$ cat config.mk
export PLATFORM = sky130hd
export DESIGN_NAME = lfsr_index_decoder
export DESIGN_NICKNAME = d
export VERILOG_FILES = /design/src/rtl/lfsr_index_decoder.sv
export SDC_FILE = /design/constraint.sdc
export NUM_CORES = 1
export LEC_CHECK = 0
export ABC_CLOCK_PERIOD_IN_PS = 2000
export CORE_ASPECT_RATIO = 1.1
export CORE_MARGIN = 2
export CORE_UTILIZATION = 51
export DETAILED_ROUTE_END_ITERATION = 8
export PLACE_DENSITY = 0.85
export SETUP_SLACK_MARGIN = 0.5
export SLEW_MARGIN = 20
export SYNTH_ARGS = -nofsm -noshare
export SYNTH_HDL_FRONTEND = slang
export SYNTH_SLANG_ARGS = --single-unit
$ cat constraint.sdc
create_clock -name clk_i -period 2 [get_ports clk_i]
set_input_delay 0.3 -clock clk_i [delete_from_list [all_inputs] [get_ports clk_i]]
set_output_delay 0.3 -clock clk_i [all_outputs]
set_load 0.005 [all_outputs]
$ cat src/rtl/lfsr_index_decoder.sv
// rtl/lfsr_index_decoder.sv - maps a key-search LFSR state back to its step index

module lfsr_index_decoder #(
  parameter int OP_MODE = 0,
  localparam int W = (OP_MODE == 0) ? 22 :
                     (OP_MODE == 1) ? 24 :
                     (OP_MODE == 2) ? 8  : 6
) (
  input  logic         clk_i,
  input  logic         reset_i,
  input  logic         start_i,
  input  logic [W-1:0] lfsr_state_i,
  output logic         busy_o,
  output logic         done_o,
  output logic         valid_o,
  output logic         error_o,
  output logic [W-1:0] index_o
);

  // Feedback taps must stay identical to the key counter this block inverts.
  localparam logic [23:0] TAPS_FULL = (W == 22) ? 24'h200001 :
                                      (W == 24) ? 24'h80000D :
                                      (W == 8)  ? 24'h00008E : 24'h000021;
  localparam logic [W-1:0] TAPS      = TAPS_FULL[W-1:0];
  localparam logic [W-1:0] SEED      = '1;
  // Last reachable index of a maximal-length sequence (2^W - 2).
  localparam logic [W-1:0] MAX_COUNT = {{(W-1){1'b1}}, 1'b0};

  typedef enum logic [1:0] {
    S_IDLE   = 2'd0,
    S_SEARCH = 2'd1,
    S_DONE   = 2'd2
  } state_t;

  state_t       state_q;
  logic [W-1:0] target_q;
  logic [W-1:0] cand_q;
  logic [W-1:0] count_q;
  logic [W-1:0] index_q;
  logic         busy_q;
  logic         done_q;
  logic         valid_q;
  logic         error_q;

  logic [W-1:0] cand_d;
  logic [W-1:0] count_d;

  // Next candidate and step count while walking the sequence from the seed.
  always_comb begin
    cand_d  = {cand_q[W-2:0], ^(cand_q & TAPS)};
    count_d = count_q + W'(1);
  end

  // Decode FSM; all outputs are registered. A zero target spends one silent
  // cycle in DONE before the done pulse so its latency matches a seed match.
  always_ff @(posedge clk_i) begin
    if (reset_i) begin
      state_q  <= S_IDLE;
      target_q <= '0;
      cand_q   <= '0;
      count_q  <= '0;
      index_q  <= '0;
      busy_q   <= 1'b0;
      done_q   <= 1'b0;
      valid_q  <= 1'b0;
      error_q  <= 1'b0;
    end else begin
      case (state_q)
        S_IDLE: begin
          done_q <= 1'b0;
          if (start_i) begin
            target_q <= lfsr_state_i;
            valid_q  <= 1'b0;
            error_q  <= 1'b0;
            if (lfsr_state_i == '0) begin
              index_q <= '0;
              state_q <= S_DONE;
            end else begin
              cand_q  <= SEED;
              count_q <= '0;
              busy_q  <= 1'b1;
              state_q <= S_SEARCH;
            end
          end
        end
        S_SEARCH: begin
          if (cand_q == target_q) begin
            index_q <= count_q;
            valid_q <= 1'b1;
            busy_q  <= 1'b0;
            done_q  <= 1'b1;
            state_q <= S_DONE;
          end else if (count_q == MAX_COUNT) begin
            index_q <= '0;
            error_q <= 1'b1;
            busy_q  <= 1'b0;
            done_q  <= 1'b1;
            state_q <= S_DONE;
          end else begin
            cand_q  <= cand_d;
            count_q <= count_d;
          end
        end
        S_DONE: begin
          if (done_q) begin
            done_q  <= 1'b0;
            state_q <= S_IDLE;
          end else begin
            // Only the zero-target path arrives here without done set.
            done_q  <= 1'b1;
            error_q <= 1'b1;
          end
        end
        default: begin
          state_q <= S_IDLE;
          busy_q  <= 1'b0;
          done_q  <= 1'b0;
        end
      endcase
    end
  end

  assign busy_o  = busy_q;
  assign done_o  = done_q;
  assign valid_o = valid_q;
  assign error_o = error_q;
  assign index_o = index_q;

endmodule

==> out/results.ini <==
[sta]
setup_slack_ns = -0.186
slew_headroom = 0.597
fin_hold_ws_ns = 0.174
worst_pin_slew_ns = 0.604
final_hold_viol_count = 0
min_period_over_period = 1.09
rsz0062_at_grt = true
min_period_ns = 2.19
setup_viol = 71
fmax_mhz = 457
drv_slew = 0
fin_skew_ns = 0.0161

[floorplan]
die_w_um = 95.0
initial_core_util = 0.523
core_area_um2 = 8870
rows = 36
die_h_um = 104
io_pins = 51
die_area_um2 = 9880

[setup_path]
r2r-start = cand_q[4]
crit_path_max_fanout = 6
crit_end = count_q[14]
worstSetupStartpointType = flop
crit-reg2reg-capture = count_q[14]
rr_worst_depth = 8
rrSetupSlack_ns = -0.19
worst_setup_path_end_kind = flop
crit_type = reg -> reg
crit_start = cand_q[4]
arrival_ns = 2.51
worstPathRequired_ns = 2.32

[cts]
clk_latency_ns = 0.39
clk_pin_slew_ns = 0.10
cts.path.max_buffers = 2
clock-sinks = 94
tritoncts = done
cts_hold_buffers = 0
numCtsBuffers = 9
cts-root-buf = clkbuf_8
h-tree-depth = 3

[placed_design]
dpl_cell_area_um2 = 5730
hpwl_um = 8680
place.gp.congestion = 0.944
place_ws_ns = -0.355
portBuffers = 50
placed_cells = 703

[synth]
synth_cells = 519
syn-cell-area_um2 = 4640
yosys_warnings = 0
netlist_top_cells_area = dfxtp_1 (41%), nand2_1 (5.7%), a21oi_1 (5.5%)
synth.mux.area_fraction = 0.00431
synth_nets = 549
yosysUniqueCellTypes = 56
syn_area_per_cell_um2 = 8.94
synth_edf_count = 0
yosysMostFrequentCell = dfxtp_1
ys_async_sr_fraction = 0
synth_area_leader_cell = dfxtp_1
seq_area_frac_synth = 0.406
synth-adder-area-share = 0.0135
yosys.area_share.simple = 0.229
synth_seq_cells = 94
synth_top_area_share = 0.406
synth-xor-area-share = 0.0415
synth_compound_area_frac = 0.249
yosys-top-cells-count = dfxtp_1 (94), nand2_1 (71), a21oi_1 (51)
synth_top_family_by_area = compound AO/OA/AOI/OAI gates
synthFlopType = dfxtp_1

[hold_path]
worstHoldPathType = in -> reg

[route]
post_drt_wl_per_cell_um = 21.8
drtIter0Drc = 388
drc_errors = 0
routed_wl_um = 16400
drt-pass1-iter-count = 5
ant_nets = 0
num_vias = 4979
via_per_inst = 6.63

[final_layout]
regArea_um2 = 1960
multi_input_area_um2 = 2950
area_growth_pct = 45.5
antenna_cells = 0
drive_above_1_share = 0.397
fin_cells = 751
nFillCells = 524
design_area_um2 = 6750
nNetsFinal = 662

[power]
p_leak_nw = 2.66
powerDensity_nw_per_um2 = 1120
ir_drop_mv = 0.707

[grt]
grt_remaining_overflow = 0
track_usage = 0.326
grt_pass1_wl_um = 25100
grt_antenna_before_repair = 0
grt_pass1_vias = 5170
grt_max_degree = 38

[status]
violations = negative setup slack
status = complete, but fails checks

[run]
max_cap_violations = 0

## final cells by class
class	instances	area share
Sequential cell	94	0.290
Clock inverter	6	0.0135
Inverter	9	0.00537
Multi-Input combinational cell	373	0.437
Clock buffer	10	0.0204
Tap cell	114	0.0211
Timing Repair Buffer	145	0.213
## critical path, stage by stage (launching register included)
cell       delay, ns
dfxtp_2         0.36
xor2_2          0.19
nor4_4          0.42
nand4_4         0.17
buf_4           0.19
o21ai_4         0.17
bufbuf_16       0.29
o311ai_0        0.13
a31oi_1         0.18
## per-layer routing
layer	up-vias	track usage	wire [µm]
met5	-	0	0
met4	0	0.214	1000
met3	102	0.0616	1400
li1	2155	-	-
met1	2390	0.358	5670
met2	332	0.559	8320
## stage by stage
step	setup TNS, ns	utilization	power, mW
4_1_cts	-0.279	0.745	7.18
2_1_floorplan	0	-	4.35
3_3_place_gp	-12.72	0.646	5.03
3_5_place_dp	-18.08	0.646	5.15
6_report	-6.50	0.761	7.54
5_1_grt	-10.25	0.761	7.81
## how the worst min path moves through the flow
stage	slack, ns	depth (start not counted)	endpoint	start
after floorplan	0.44	2	target_q[0]	lfsr_state_i[0]
after global placement	0.46	2	target_q[15]	target_q[15]
after global routing	0.18	2	count_q[19]	reset_i
after detailed placement	0.46	2	target_q[16]	target_q[16]
final	0.17	2	count_q[21]	reset_i
after CTS	0.16	2	count_q[19]	reset_i
## cell families (layout without fill, tap and decap cells)
kind of cell	count (synthesis)	count (layout)
adder cells (fa/ha/maj)	5	5
buffers and inverters	52	170
AND/OR/NAND/NOR	181	181
XOR/XNOR	22	22
flip-flops	94	94
AO/OA/AOI/OAI	163	163
multiplexers	2	2
## placed cells by master, fill, tap and decap left out, types with 7 or more instances in the layout
cell type        synthesis  routed
o21ai_0                 33      15
dfxtp_2                  0      46
dlygate4sd2_1            0      19
o211ai_1                12      12
buf_4                    4      72
buf_12                   0       9
nand3_1                 13       9
clkdlybuf4s50_1          0      23
nor3_1                  11      10
o21ai_1                  2      18
a31oi_1                 14      10
nor4_4                   6       7
nor2_1                   7       7
dlymetal6s2s_1           0       7
buf_6                    6       9
a21oi_1                 51      46
o221a_4                  0       7
nand2_1                 71      68
o221a_1                 10      10
xor2_2                   0      16
clkbuf_8                 0      10
nand4_1                 33      33
dfxtp_1                 94      43
## flip-flops by register name, indices dropped and copies added (netlist names)
name and cells:
error_o 1, done_o 1, cand_q 22, busy_o 1, count_q 22, state_q 2
index_o 22, valid_o 1, target_q 22
## power by group
part / internal, mW / total [mW] / switching, mW
clock: 0.748 / 1.48 / 0.734
sequential: 2.21 / 2.57 / 0.354
combinational: 1.57 / 3.49 / 1.92
## repair_timing
item | CTS | global route
cloned | 4 | 2
endpoints found under the hold margin | 0 | 0
setup endpoints to repair | 98 | 79
gates resized for setup | 133 | 31
setup buffers | 23 | 3
pin swaps | 39 | 10
Note: power is estimated with default switching activity, not from simulation.
